## config.mk

```make
export PLATFORM = sky130hd
export DESIGN_NAME = sr_arbiter
export DESIGN_NICKNAME = d
export VERILOG_FILES = /design/src/rtl/sr_arbiter.sv
export SDC_FILE = /design/constraint.sdc
export NUM_CORES = 1
export LEC_CHECK = 0
export BUFFER_PORTS_ARGS = -buffer_cell sky130_fd_sc_hd__buf_4
export CAP_MARGIN = 20
export CELL_PAD_IN_SITES_DETAIL_PLACEMENT = 2
export CELL_PAD_IN_SITES_GLOBAL_PLACEMENT = 2
export CORE_UTILIZATION = 32
export DETAILED_ROUTE_END_ITERATION = 12
export PLACE_DENSITY_LB_ADDON = 0.1
export SLEW_MARGIN = 20
export SYNTH_ARGS = -nofsm -noshare
export SYNTH_HDL_FRONTEND = slang
export SYNTH_SLANG_ARGS = --single-unit
export TNS_END_PERCENT = 100
```

## constraint.sdc

```tcl
create_clock -name i_clk -period 5.3 [get_ports i_clk]
set_input_delay 0.265 -clock i_clk [delete_from_list [all_inputs] [get_ports i_clk]]
set_output_delay 0.265 -clock i_clk [all_outputs]
set_load 0.05 [all_outputs]
```

## src/rtl/sr_arbiter.sv

```systemverilog
// ------------------------------------------------------------------
// sr_arbiter: 4-way round-robin arbiter that loads one requester's word
// into an external shift register and strobes the output latch. Rev 1.0
// ------------------------------------------------------------------
`default_nettype none

module sr_arbiter #(
  parameter int DW      = 8,
  parameter int TIMEOUT = 255
) (
  input  logic            i_clk,
  input  logic            i_rst_n,
  input  logic [3:0]      i_req,
  input  logic [4*DW-1:0] i_data,
  input  logic            i_srbusy,
  output logic [3:0]      o_gnt,
  output logic            o_srload,
  output logic [DW-1:0]   o_srdata,
  output logic            o_latch,
  output logic [1:0]      o_owner,
  output logic            o_busy,
  output logic            o_timeout
);

  typedef enum logic [1:0] {
    ST_IDLE  = 2'd0,
    ST_LOAD  = 2'd1,
    ST_WAIT  = 2'd2,
    ST_LATCH = 2'd3
  } state_t;

  // Counter value seen during the last permitted WAIT cycle.
  localparam logic [7:0] C_WAIT_LAST = 8'(TIMEOUT - 1);

  state_t        state_q, state_d;
  logic [1:0]    last_winner_q, last_winner_d;
  logic [7:0]    wait_cnt_q, wait_cnt_d;
  logic [3:0]    gnt_q, gnt_d;
  logic          srload_q, srload_d;
  logic [DW-1:0] srdata_q, srdata_d;
  logic          latch_q, latch_d;
  logic [1:0]    owner_q, owner_d;
  logic          busy_q, busy_d;
  logic          timeout_q, timeout_d;

  logic          w_win_valid;
  logic [1:0]    w_win_idx;
  logic [1:0]    w_cand;
  logic [DW-1:0] w_win_data;

  // Scan from lowest to highest priority so the last hit is the winner;
  // offset 4 wraps to the previous winner itself (lowest priority).
  always_comb begin : p_rr_pick
    w_win_valid = 1'b0;
    w_win_idx   = 2'd0;
    w_cand      = 2'd0;
    for (int off = 4; off >= 1; off--) begin
      w_cand = last_winner_q + 2'(off);
      if (i_req[w_cand]) begin
        w_win_valid = 1'b1;
        w_win_idx   = w_cand;
      end
    end
  end

  assign w_win_data = i_data[w_win_idx*DW +: DW];

  always_comb begin : p_next
    state_d       = state_q;
    last_winner_d = last_winner_q;
    wait_cnt_d    = wait_cnt_q;
    gnt_d         = 4'b0000;
    srload_d      = 1'b0;
    srdata_d      = srdata_q;
    latch_d       = 1'b0;
    owner_d       = owner_q;
    timeout_d     = timeout_q;

    case (state_q)
      ST_IDLE: begin
        if (w_win_valid && !i_srbusy) begin
          state_d       = ST_LOAD;
          gnt_d         = 4'b0001 << w_win_idx;
          srload_d      = 1'b1;
          srdata_d      = w_win_data;
          owner_d       = w_win_idx;
          last_winner_d = w_win_idx;
        end
      end
      ST_LOAD: begin
        state_d    = ST_WAIT;
        wait_cnt_d = 8'd0;
      end
      ST_WAIT: begin
        if (!i_srbusy) begin
          state_d = ST_LATCH;
          latch_d = 1'b1;
        end else if (wait_cnt_q == C_WAIT_LAST) begin
          state_d   = ST_LATCH;
          latch_d   = 1'b1;
          timeout_d = 1'b1;
        end else begin
          wait_cnt_d = wait_cnt_q + 8'd1;
        end
      end
      ST_LATCH: begin
        state_d = ST_IDLE;
      end
      default: begin
        state_d = ST_IDLE;
      end
    endcase

    busy_d = (state_d != ST_IDLE);
  end

  always_ff @(posedge i_clk or negedge i_rst_n) begin : p_regs
    if (!i_rst_n) begin
      state_q       <= ST_IDLE;
      last_winner_q <= 2'd3;
      wait_cnt_q    <= 8'd0;
      gnt_q         <= 4'b0000;
      srload_q      <= 1'b0;
      srdata_q      <= '0;
      latch_q       <= 1'b0;
      owner_q       <= 2'd0;
      busy_q        <= 1'b0;
      timeout_q     <= 1'b0;
    end else begin
      state_q       <= state_d;
      last_winner_q <= last_winner_d;
      wait_cnt_q    <= wait_cnt_d;
      gnt_q         <= gnt_d;
      srload_q      <= srload_d;
      srdata_q      <= srdata_d;
      latch_q       <= latch_d;
      owner_q       <= owner_d;
      busy_q        <= busy_d;
      timeout_q     <= timeout_d;
    end
  end

  assign o_gnt     = gnt_q;
  assign o_srload  = srload_q;
  assign o_srdata  = srdata_q;
  assign o_latch   = latch_q;
  assign o_owner   = owner_q;
  assign o_busy    = busy_q;
  assign o_timeout = timeout_q;

endmodule

`default_nettype wire
```

==> results.json, run 1 <==
{
  "drive_above_1_share_pct": 38.1,
  "cts.htree.levels": 2,
  "vias": 1381,
  "drt-total-wl_um": 4510,
  "status": "finished, final reports clean",
  "ir_worst_vdd_mv": 0.200,
  "drc": 0,
  "top_usage_layer": "met2",
  "syn-num-nets": 195,
  "seq_area_frac_synth_pct": 46.4,
  "syn_area_um2": 1620,
  "start_kind": "flop",
  "ys_dominant_reg_cell": "dfrtp_1",
  "dp_slack_ns": 3.22,
  "place.gp.congestion": 0.787,
  "path_max_fanout": 8,
  "first_global_vias": 1528,
  "critPathSlowestCell": "nor2b_1",
  "clk_pin_slew_ns": 0.07,
  "dpl.hpwl_um": 3380,
  "drv_slew": 0,
  "syn2layout_area_growth_pct": 33.6,
  "critPathArrivalTime_ns": 2.27,
  "rsz0062_at_grt": "false",
  "antenna_found_initial": 0,
  "timing_worst_setup_path_type": "flop to flop",
  "syn_area_per_cell_um2": 10.8,
  "grt_pass1_wl_um": 7200,
  "syn_inst": 151,
  "cts_tree": "done",
  "diodes": 0,
  "worstRegToRegCells": 6,
  "grt_use_met3_pct": 5.39,
  "via_per_inst": 4.99,
  "die_h_um": 73.2,
  "worstPathRequired_ns": 5.51,
  "boundaryPins": 57,
  "track_usage_pct": 18.3,
  "synth_edf_count": 0,
  "cts_made_buffers": 5,
  "drv_cap": 0,
  "final_nets": 253,
  "num_rows": 25,
  "setup_tns_ns": 0,
  "skew_ns": 0.00439,
  "yosys_warnings": 0,
  "p_leak_nw": 1.07,
  "drtIter0Drc": 23,
  "synth_top_area_share_pct": 43.1,
  "die_area_um2": 5360,
  "die_width_um": 73.2,
  "coreArea_um2": 4820,
  "gr-usage-met1_pct": 20.8,
  "hold_viol_final": 0,
  "worst_pin_slew_ns": 0.588,
  "power.density_nw_per_um2": 519,
  "synth.area.top_cells": "dfrtp_1, mux2i_1, o221ai_2, nand2_1, ha_1",
  "worstHoldPathCells": 2,
  "clockBufferDepth": 2,
  "cpPeakStageDelay_ns": 0.49,
  "synth-seq-cells": 30,
  "fin_ws_ns": 3.24,
  "finalSetupViolations": 0,
  "ys_async_sr_fraction_pct": 100,
  "clk_latency_ns": 0.28,
  "cp-end-kind": "flop",
  "clkSinkCount": 30,
  "fmax_ghz": 0.485,
  "slew_headroom_pct": 60.7,
  "path_buf_inv": 1,
  "ant_nets": 0,
  "grt_overflow": 0,
  "min_period_ns": 2.06,
  "fin_crit_sh_pct": 38.9,
  "crit_family": "simple AND/OR/NAND/NOR gates",
  "io_buffers": 56,
  "cts_root_buffer": "clkbuf_8",
  "ys_types": 35,
  "start_util_pct": 33.7,
  "grt_max_degree": 31,
  "wl_per_cell_um": 16.3,
  "worst-path-stages": 6,
  "first_pass_iters": 4,
  "hp-class": "input pin to flop",
  "crit_chain": "inv_1 -> ha_1 -> nor2b_1 -> o311ai_2 -> or3_1 -> a21oi_1",
  "synth_top_area_cell": "dfrtp_1",
  "met2_usage_pct": 32.4
}
[final timing paths]
kind	start	end	slack [ns]
worst max-delay path	state_q[0]	wait_cnt_q[3]	3.24
worst min-delay path	i_srbusy	o_latch	0.28
worst max register to register	state_q[0]	wait_cnt_q[3]	3.24
worst min register to register	o_timeout	o_timeout	0.48
max in group asynchronous	i_rst_n	last_winner_q[0]	4.51
min in group asynchronous	i_rst_n	o_busy	0.45
[placed cells by master (no fill, tap or decap), drive strengths merged, types with 2 or more instances in the layout]
master	Yosys	layout
xnor2	2	2
clkinv	1	3
ha	5	5
a21oi	8	8
nor3	3	3
dfrtp	28	28
inv	5	5
clkbuf	1	6
or3	3	3
mux2i	17	17
nand3	4	4
nand2b	3	3
dfstp	2	2
nand4	3	3
buf	6	57
o221ai	8	8
nor2	12	12
nand2	20	20
o21ai	6	6
[per-stage QoR]
step | power, mW | std cells | hold slack, ns | area, um2 | utilization, %
finish | 1.13 | 277 | 0.278 | 2170 | 45.0
global route | 1.20 | 277 | 0.273 | 2170 | 45.0
CTS | 1.15 | 277 | 0.255 | 2170 | 45.0
detailed placement | 0.959 | 268 | 0.235 | 2080 | 43.1
global placement | 0.930 | 268 | 0.221 | 2080 | 43.1
floorplan | 0.792 | 151 | -0.0306 | 1620 | -
[report_power, final]
part / internal, mW / switching, mW
combinational: 0.208 / 0.376
sequential: 0.309 / 0.0518
clock: 0.0909 / 0.0909
[area by class of cell]
cell class	count	area, um2
sequential	30	753
clock inverter	2	10.0
fill	539	2650
clock buffer	6	72.6
multi-input combinational	108	788
tap	67	83.8
timing repair buffer	58	438
inverter	6	23.8
[repair_timing]
action / in CTS / in global routing
endpoints found under the hold margin: 28 / 0
resized for setup: 0 / 0
setup buffers: 0 / 0
endpoints found under the setup margin: 0 / 0
hold buffers: 1 / 0
[registers in the layout (all words and copies together) (netlist names), 2 cells and up]
register / count
o_srdata: 8
wait_cnt_q: 8
o_gnt: 4
last_winner_q: 2
o_owner: 2
state_q: 2
[routing by layer]
layer	up-vias	wire, um
li1	651	-
met1	686	1780
met2	36	2410
met3	8	238
met4	0	74
met5	-	0
[logic make-up (layout without fill, tap and decap cells)]
kind of cell | Yosys count | in the layout | synth area share [%]
xor+xnor | 3 | 3 | 1.62
flops | 30 | 30 | 46.4
fa+ha+maj | 5 | 5 | 3.85
buf+inv | 13 | 72 | 5.47
compound gates | 27 | 27 | 14.6
mux | 18 | 18 | 11.2
simple gates | 55 | 55 | 16.9
[worst reg2reg max path: cells and delay by family (launching register included)]
kind,cells,cell delay (ns)
buffers and inverters,1,0.07
adders and majority gates,1,0.29
and+or+nand+nor,2,0.88
AOI/OAI and AO/OA,2,0.38
DFF,1,0.37
[Yosys cell counts (2+ instances only)]
library cell / instances
xnor2_1: 2
buf_6: 5
or3_1: 3
inv_1: 5
o21ai_0: 6
nand2b_1: 3
mux2i_1: 17
a21oi_1: 8
nand2_1: 20
nand3_1: 4
nor3_1: 2
nor2_1: 12
ha_1: 5
nand4_1: 3
o221ai_2: 8
dfstp_2: 2
dfrtp_1: 28
Power figures use the tool's default switching activity.
==> run 2, diff against run 1 <==
--- a/config.mk
+++ b/config.mk
@@ -5,11 +5,12 @@
 export SDC_FILE = /design/constraint.sdc
 export NUM_CORES = 1
 export LEC_CHECK = 0
+export ABC_AREA = 1
 export BUFFER_PORTS_ARGS = -buffer_cell sky130_fd_sc_hd__buf_4
 export CAP_MARGIN = 20
 export CELL_PAD_IN_SITES_DETAIL_PLACEMENT = 2
 export CELL_PAD_IN_SITES_GLOBAL_PLACEMENT = 2
-export CORE_UTILIZATION = 32
+export CORE_UTILIZATION = 28
 export DETAILED_ROUTE_END_ITERATION = 12
 export PLACE_DENSITY_LB_ADDON = 0.1
 export SLEW_MARGIN = 20
==> constraint.sdc (replaced) <==
create_clock -name i_clk -period 1.9 [get_ports i_clk]
set_input_delay 0.095 -clock i_clk [delete_from_list [all_inputs] [get_ports i_clk]]
set_output_delay 0.095 -clock i_clk [all_outputs]
set_load 0.05 [all_outputs]
==> run 2 against run 1 <==
Compared with the run above: the flow now finishes with violations (setup timing); routed wire length rose by 55%; power grew to 5.5 times the previous value; combinational power rose to 7.9 times the previous value; largest cell class unchanged; sequential share of layout area is 9.9 points lower; critical endpoint is now o_srdata[3].
==> results.json, run 2 <==
{
  "fin_ws_ns": -0.0192,
  "ys_async_sr_fraction_pct": 100,
  "ys_types": 31,
  "r2r_setup_slack_ns": -0.02,
  "syn-num-nets": 314,
  "drv_cap": 0,
  "grt_overflow": 0,
  "hold_start": "i_srbusy",
  "fin_util_pct": 44.7,
  "path_max_fanout": 8,
  "worstPathRequired_ns": 2.06,
  "first_pass_iters": 4,
  "final_nets": 399,
  "num_rows": 30,
  "final_cell_count_no_fill": 452,
  "cpPeakStageDelay_ns": 0.58,
  "setup_tns_ns": -0.0404,
  "nFillCells": 818,
  "cts_tree": "done",
  "p_leak_nw": 1.70,
  "clk_pin_slew_ns": 0.07,
  "synth-seq-cells": 30,
  "worst_pin_slew_ns": 0.404,
  "cp-end-kind": "flop",
  "drc": 0,
  "die_h_um": 85.7,
  "yosys.cell_count.top_type": "nand2_1",
  "dp_slack_ns": -0.0978,
  "synth_top_area_share_pct": 35.7,
  "reg2reg_from": "last_winner_q[0]",
  "die_width_um": 85.7,
  "syn_area_per_cell_um2": 7.27,
  "critPathSlowestCell": "dfstp_2",
  "vias": 2062,
  "syn_inst": 270,
  "seq_area_frac_synth_pct": 38.4,
  "synth_top_area_cell": "dfrtp_1",
  "track_usage_pct": 17.8,
  "final_cell_mix": "buf_4, nand2_1, inv_1",
  "ant_nets": 0,
  "finalSetupViolations": 3,
  "worstHoldPathCells": 2,
  "violations": "setup timing",
  "syn_area_um2": 1960,
  "dp.cells": 426,
  "syn2layout_area_growth_pct": 54.6,
  "drtIter0Drc": 22,
  "drv_slew": 0,
  "ff_latch_area_um2": 753,
  "die_area_um2": 7350,
  "cts.htree.levels": 2,
  "clkSinkCount": 30,
  "drt-total-wl_um": 7000,
  "reg2reg_to": "o_srdata[3]",
  "dpl.hpwl_um": 4930,
  "holdPathEnd": "o_latch",
  "p_total_mw": 6.23,
  "ys_dominant_reg_cell": "dfrtp_1",
  "boundaryPins": 57,
  "cts_made_buffers": 5,
  "fin_crit_sh_pct": 101,
  "cts_root_buffer": "clkbuf_8",
  "synth.area.top_cells": "dfrtp_1, nand2_1, nand3_1, inv_1, nand3_2",
  "io_buffers": 56,
  "crit_chain": "buf_12 -> inv_8 -> nand2_4 -> nand2_4 -> nand2_2 -> nand2_2 -> inv_4 -> nand2_4 -> nand2_8 -> buf_12 -> nand3_1 -> nand3_1 -> nand2_1 -> nand2_1 -> nand2_1",
  "synth_commonest_cells": "nand2_1, inv_1, nand3_1",
  "grt_pass1_wl_um": 10200,
  "ir_worst_vdd_mv": 0.746,
  "antenna_found_initial": 0,
  "place.gp.congestion": 0.792,
  "drive_above_1_share_pct": 43.0,
  "hold_viol_final": 0,
  "start_kind": "flop",
  "fmax_ghz": 0.521,
  "hp-class": "input pin to flop",
  "timing_worst_setup_path_type": "flop to flop",
  "skew_ns": 0.00768,
  "clockBufferDepth": 2,
  "rsz0062_at_grt": "true",
  "first_global_vias": 2134,
  "yosys_warnings": 0,
  "worstRegToRegCells": 15,
  "start_util_pct": 28.9,
  "critPathArrivalTime_ns": 2.08,
  "diodes": 0,
  "clk_latency_ns": 0.28,
  "grt_max_degree": 31,
  "wl_per_cell_um": 15.5,
  "synth_edf_count": 0,
  "min_period_ns": 1.92,
  "coreArea_um2": 6790,
  "power.density_nw_per_um2": 2050,
  "mostFrequentLayoutCell": "buf_4",
  "multi_input_area_um2": 1160,
  "slew_headroom_pct": 73.1,
  "status": "complete, but fails checks",
  "via_per_inst": 4.56
}
[run 2: cell types whose count changed after synthesis, moves of 7 or more]
| cell | delta |
|---|---|
| nand2_1 | +59 |
| inv_1 | +45 |
| nand3_1 | +36 |
| mux2i_1 | -17 |
| nand3_2 | +8 |
| o221ai_2 | -8 |
| nand2_2 | +7 |
[run 2: metrics by stage]
stage | instance area (um2) | hold WS [ns]
final | 3040 | 0.0301
after global routing | 3040 | 0.0247
after CTS | 2690 | 0.0144
after detailed placement | 2540 | 0.0566
after global placement | 2540 | 0.0524
after floorplan | 1960 | -0.201
[run 2: routing by layer]
metal / global-route usage, % / wire, um
met3: 3.08 / 166
met4: 2.27 / 25
met1: 20.5 / 2890
met5: 0 / 0
met2: 34.8 / 3920
[run 2: worst max-delay path: cells and delay by family (launching register included)]
kind / cells / cell delay, ns
DFF: 1 / 0.58
and+or+nand+nor: 11 / 0.83
buffers and inverters: 4 / 0.40
[run 2: kinds of logic (layout without fill, tap and decap cells)]
group,Yosys count,in the layout,share of synthesized area [%]
and+or+nand+nor,156,156,38.4
buffers and inverters,59,145,13.6
DFF,30,30,38.4
AOI/OAI and AO/OA,17,17,5.10
adders and majority gates,5,5,3.19
xor gates and xnor gates,3,3,1.34
[run 2: what timing repair did]
| action | in CTS | in global routing |
|---|---|---|
| setup endpoints to repair | 12 | 18 |
| hold buffers | 1 | 0 |
| buffers inserted | 2 | 14 |
| cloned | 0 | 1 |
| resized for setup | 7 | 57 |
| pin swaps | 1 | 25 |
| endpoints found under the hold margin | 28 | 0 |
[run 2: how the worst max path moves through the flow]
stage	to	slack, ns	from
after global routing	last_winner_q[0]	-0.15	last_winner_q[0]
after floorplan	o_srdata[6]	0.20	last_winner_q[0]
final	o_srdata[3]	-0.02	last_winner_q[0]
after CTS	o_srdata[3]	-0.03	last_winner_q[0]
after detailed placement	o_srdata[3]	-0.1	last_winner_q[0]
after global placement	o_srdata[3]	-0.02	last_winner_q[0]
[run 2: area by class of cell]
cell class                 count  share of cell area, %
clock buffer                   7                   2.84
tap                           96                   3.96
clock inverter                 1                  0.165
inverter                      53                   6.97
sequential                    30                   24.8
timing repair buffer          84                   23.2
multi-input combinational    181                   38.1
[run 2: power by group]
part	switching, mW	internal, mW
registers	0.165	0.886
clock network	0.242	0.292
logic	2.83	1.82
total	3.24	3.00
==> run 3, diff against run 2 <==
--- a/config.mk
+++ b/config.mk
@@ -6,10 +6,12 @@
 export NUM_CORES = 1
 export LEC_CHECK = 0
 export ABC_AREA = 1
+export ABC_CLOCK_PERIOD_IN_PS = 2200
 export BUFFER_PORTS_ARGS = -buffer_cell sky130_fd_sc_hd__buf_4
 export CAP_MARGIN = 20
 export CELL_PAD_IN_SITES_DETAIL_PLACEMENT = 2
 export CELL_PAD_IN_SITES_GLOBAL_PLACEMENT = 2
+export CORE_ASPECT_RATIO = 0.8
 export CORE_UTILIZATION = 28
 export DETAILED_ROUTE_END_ITERATION = 12
 export PLACE_DENSITY_LB_ADDON = 0.1
==> constraint.sdc (replaced) <==
create_clock -name i_clk -period 2.2 [get_ports i_clk]
set_input_delay 0.11 -clock i_clk [delete_from_list [all_inputs] [get_ports i_clk]]
set_output_delay 0.11 -clock i_clk [all_outputs]
set_load 0.05 [all_outputs]
==> run 3 against run 2 <==
Compared with the run above: setup slack gained 0.18 ns; critical endpoint is now o_srdata[1]; register-to-register slack gained 0.18 ns; global-route usage grew 0.46 points; non-clock buffer count shrank 22; sequential share of layout area grew 4.2 points; clock-buffer cell count is the same; cell count shrank 7.5%; critical path depth shrank 2; largest power group unchanged; the run now ends clean.
==> results.json, run 3 (synthesis results as in run 2) <==
{
  "cts.htree.levels": 2,
  "grt_max_degree": 31,
  "drt-total-wl_um": 6110,
  "fin_util_pct": 39.5,
  "grt_overflow": 0,
  "ir_worst_vdd_mv": 0.561,
  "drv_slew": 0,
  "cts_tree": "done",
  "drc": 0,
  "first_global_vias": 2111,
  "num_rows": 26,
  "io_buffers": 56,
  "cp-end-kind": "flop",
  "min_period_ns": 2.04,
  "fin_crit_sh_pct": 92.8,
  "hp-class": "input pin to flop",
  "slew_headroom_pct": 73.6,
  "start_kind": "flop",
  "first_pass_iters": 4,
  "clk_pin_slew_ns": 0.07,
  "syn2layout_area_growth_pct": 32.2,
  "p_leak_nw": 1.50,
  "p_total_mw": 4.28,
  "dpl.hpwl_um": 4940,
  "diodes": 0,
  "cts_root_buffer": "clkbuf_8",
  "track_usage_pct": 18.2,
  "holdWs_ns": 0.0378,
  "hold_viol_final": 0,
  "via_per_inst": 4.72,
  "final_nets": 377,
  "die_width_um": 95.6,
  "boundaryPins": 57,
  "worstPathRequired_ns": 2.37,
  "final_cell_mix": "nand2_1, buf_4, inv_1",
  "critPathArrivalTime_ns": 2.21,
  "drive_above_1_share_pct": 28.4,
  "ant_nets": 0,
  "setup_tns_ns": 0,
  "drtIter0Drc": 27,
  "place.gp.congestion": 0.799,
  "coreArea_um2": 6570,
  "drv_cap": 0,
  "clkSinkCount": 30,
  "wl_per_cell_um": 14.6,
  "vias": 1975,
  "mostFrequentLayoutCell": "nand2_1",
  "antenna_found_initial": 0,
  "skew_ns": 0.0113,
  "timing_worst_setup_path_type": "flop to flop",
  "clockBufferDepth": 2,
  "die_area_um2": 7350,
  "finalSetupViolations": 0,
  "fmax_ghz": 0.490,
  "die_h_um": 76.9,
  "start_util_pct": 29.9,
  "status": "finished, final reports clean",
  "power.density_nw_per_um2": 1650,
  "clk_latency_ns": 0.29,
  "grt_pass1_wl_um": 10200,
  "rsz0062_at_grt": "false",
  "nFillCells": 806,
  "cts_made_buffers": 5,
  "worst_pin_slew_ns": 0.396,
  "path_max_fanout": 13
}
## run 3: layout make-up
class	count	area [um2]	share of cell area [%]
multi-input combinational	181	962	37.1
sequential	30	753	29.0
timing repair buffer	62	480	18.5
inverter	53	204	7.86
tap	84	105	4.05
clock buffer	7	86.3	3.33
clock inverter	1	5.00	0.193
## run 3: worst max-delay path: stages, from the launching register on
cell and delay (ns):
dfstp_2 0.59, clkbuf_4 0.21, nand2_1 0.07, nand2_2 0.09, nand2_1 0.07, nand2_1 0.08, inv_2 0.07, nand3_4 0.17
buf_12 0.17, nand3_1 0.09, nand3_1 0.12, nand2_1 0.07, nand2_1 0.05, nand2_1 0.05
## run 3: layer usage
metal / track usage, % / part of all wire [%] / vias to the layer above
met5: 0 / 0 / -
met4: 3.58 / 0.59 / 0
met3: 3.77 / 3.9 / 5
met2: 29.8 / 47 / 42
met1: 24.7 / 48 / 967
li1: - / - / 961
## run 3: where the power goes
group          total, mW  internal (mW)  switching (mW)  leakage [nW]
clock              0.459          0.252           0.207        0.0482
sequential         0.913          0.765           0.148         0.385
combinational       2.90          0.965            1.94          1.07
## run 3: worst paths after layout
kind                                    end  cells after the start             start  slack (ns)
setup reg to reg                o_srdata[1]                     13  last_winner_q[0]        0.16
min in group asynchronous            o_busy                      2           i_rst_n        0.29
setup / recovery                o_srdata[1]                     13  last_winner_q[0]        0.16
hold reg to reg                   o_timeout                      1         o_timeout        0.50
hold / removal                      o_latch                      2          i_srbusy        0.04
max in group asynchronous  last_winner_q[1]                      2           i_rst_n        1.58
## run 3: per-stage QoR
step,instance area [um2],std cells,setup slack [ns]
after floorplan,1960,270,0.503
after global placement,2460,407,0.113
after detailed placement,2460,407,0.0812
after CTS,2560,416,0.0482
after global routing,2600,418,0.0146
final,2600,418,0.158
## run 3: what timing repair did
action,CTS,global route
setup buffers,0,2
hold endpoints to repair,28,0
hold buffers,1,0
setup endpoints to repair,0,11
resized for setup,0,4
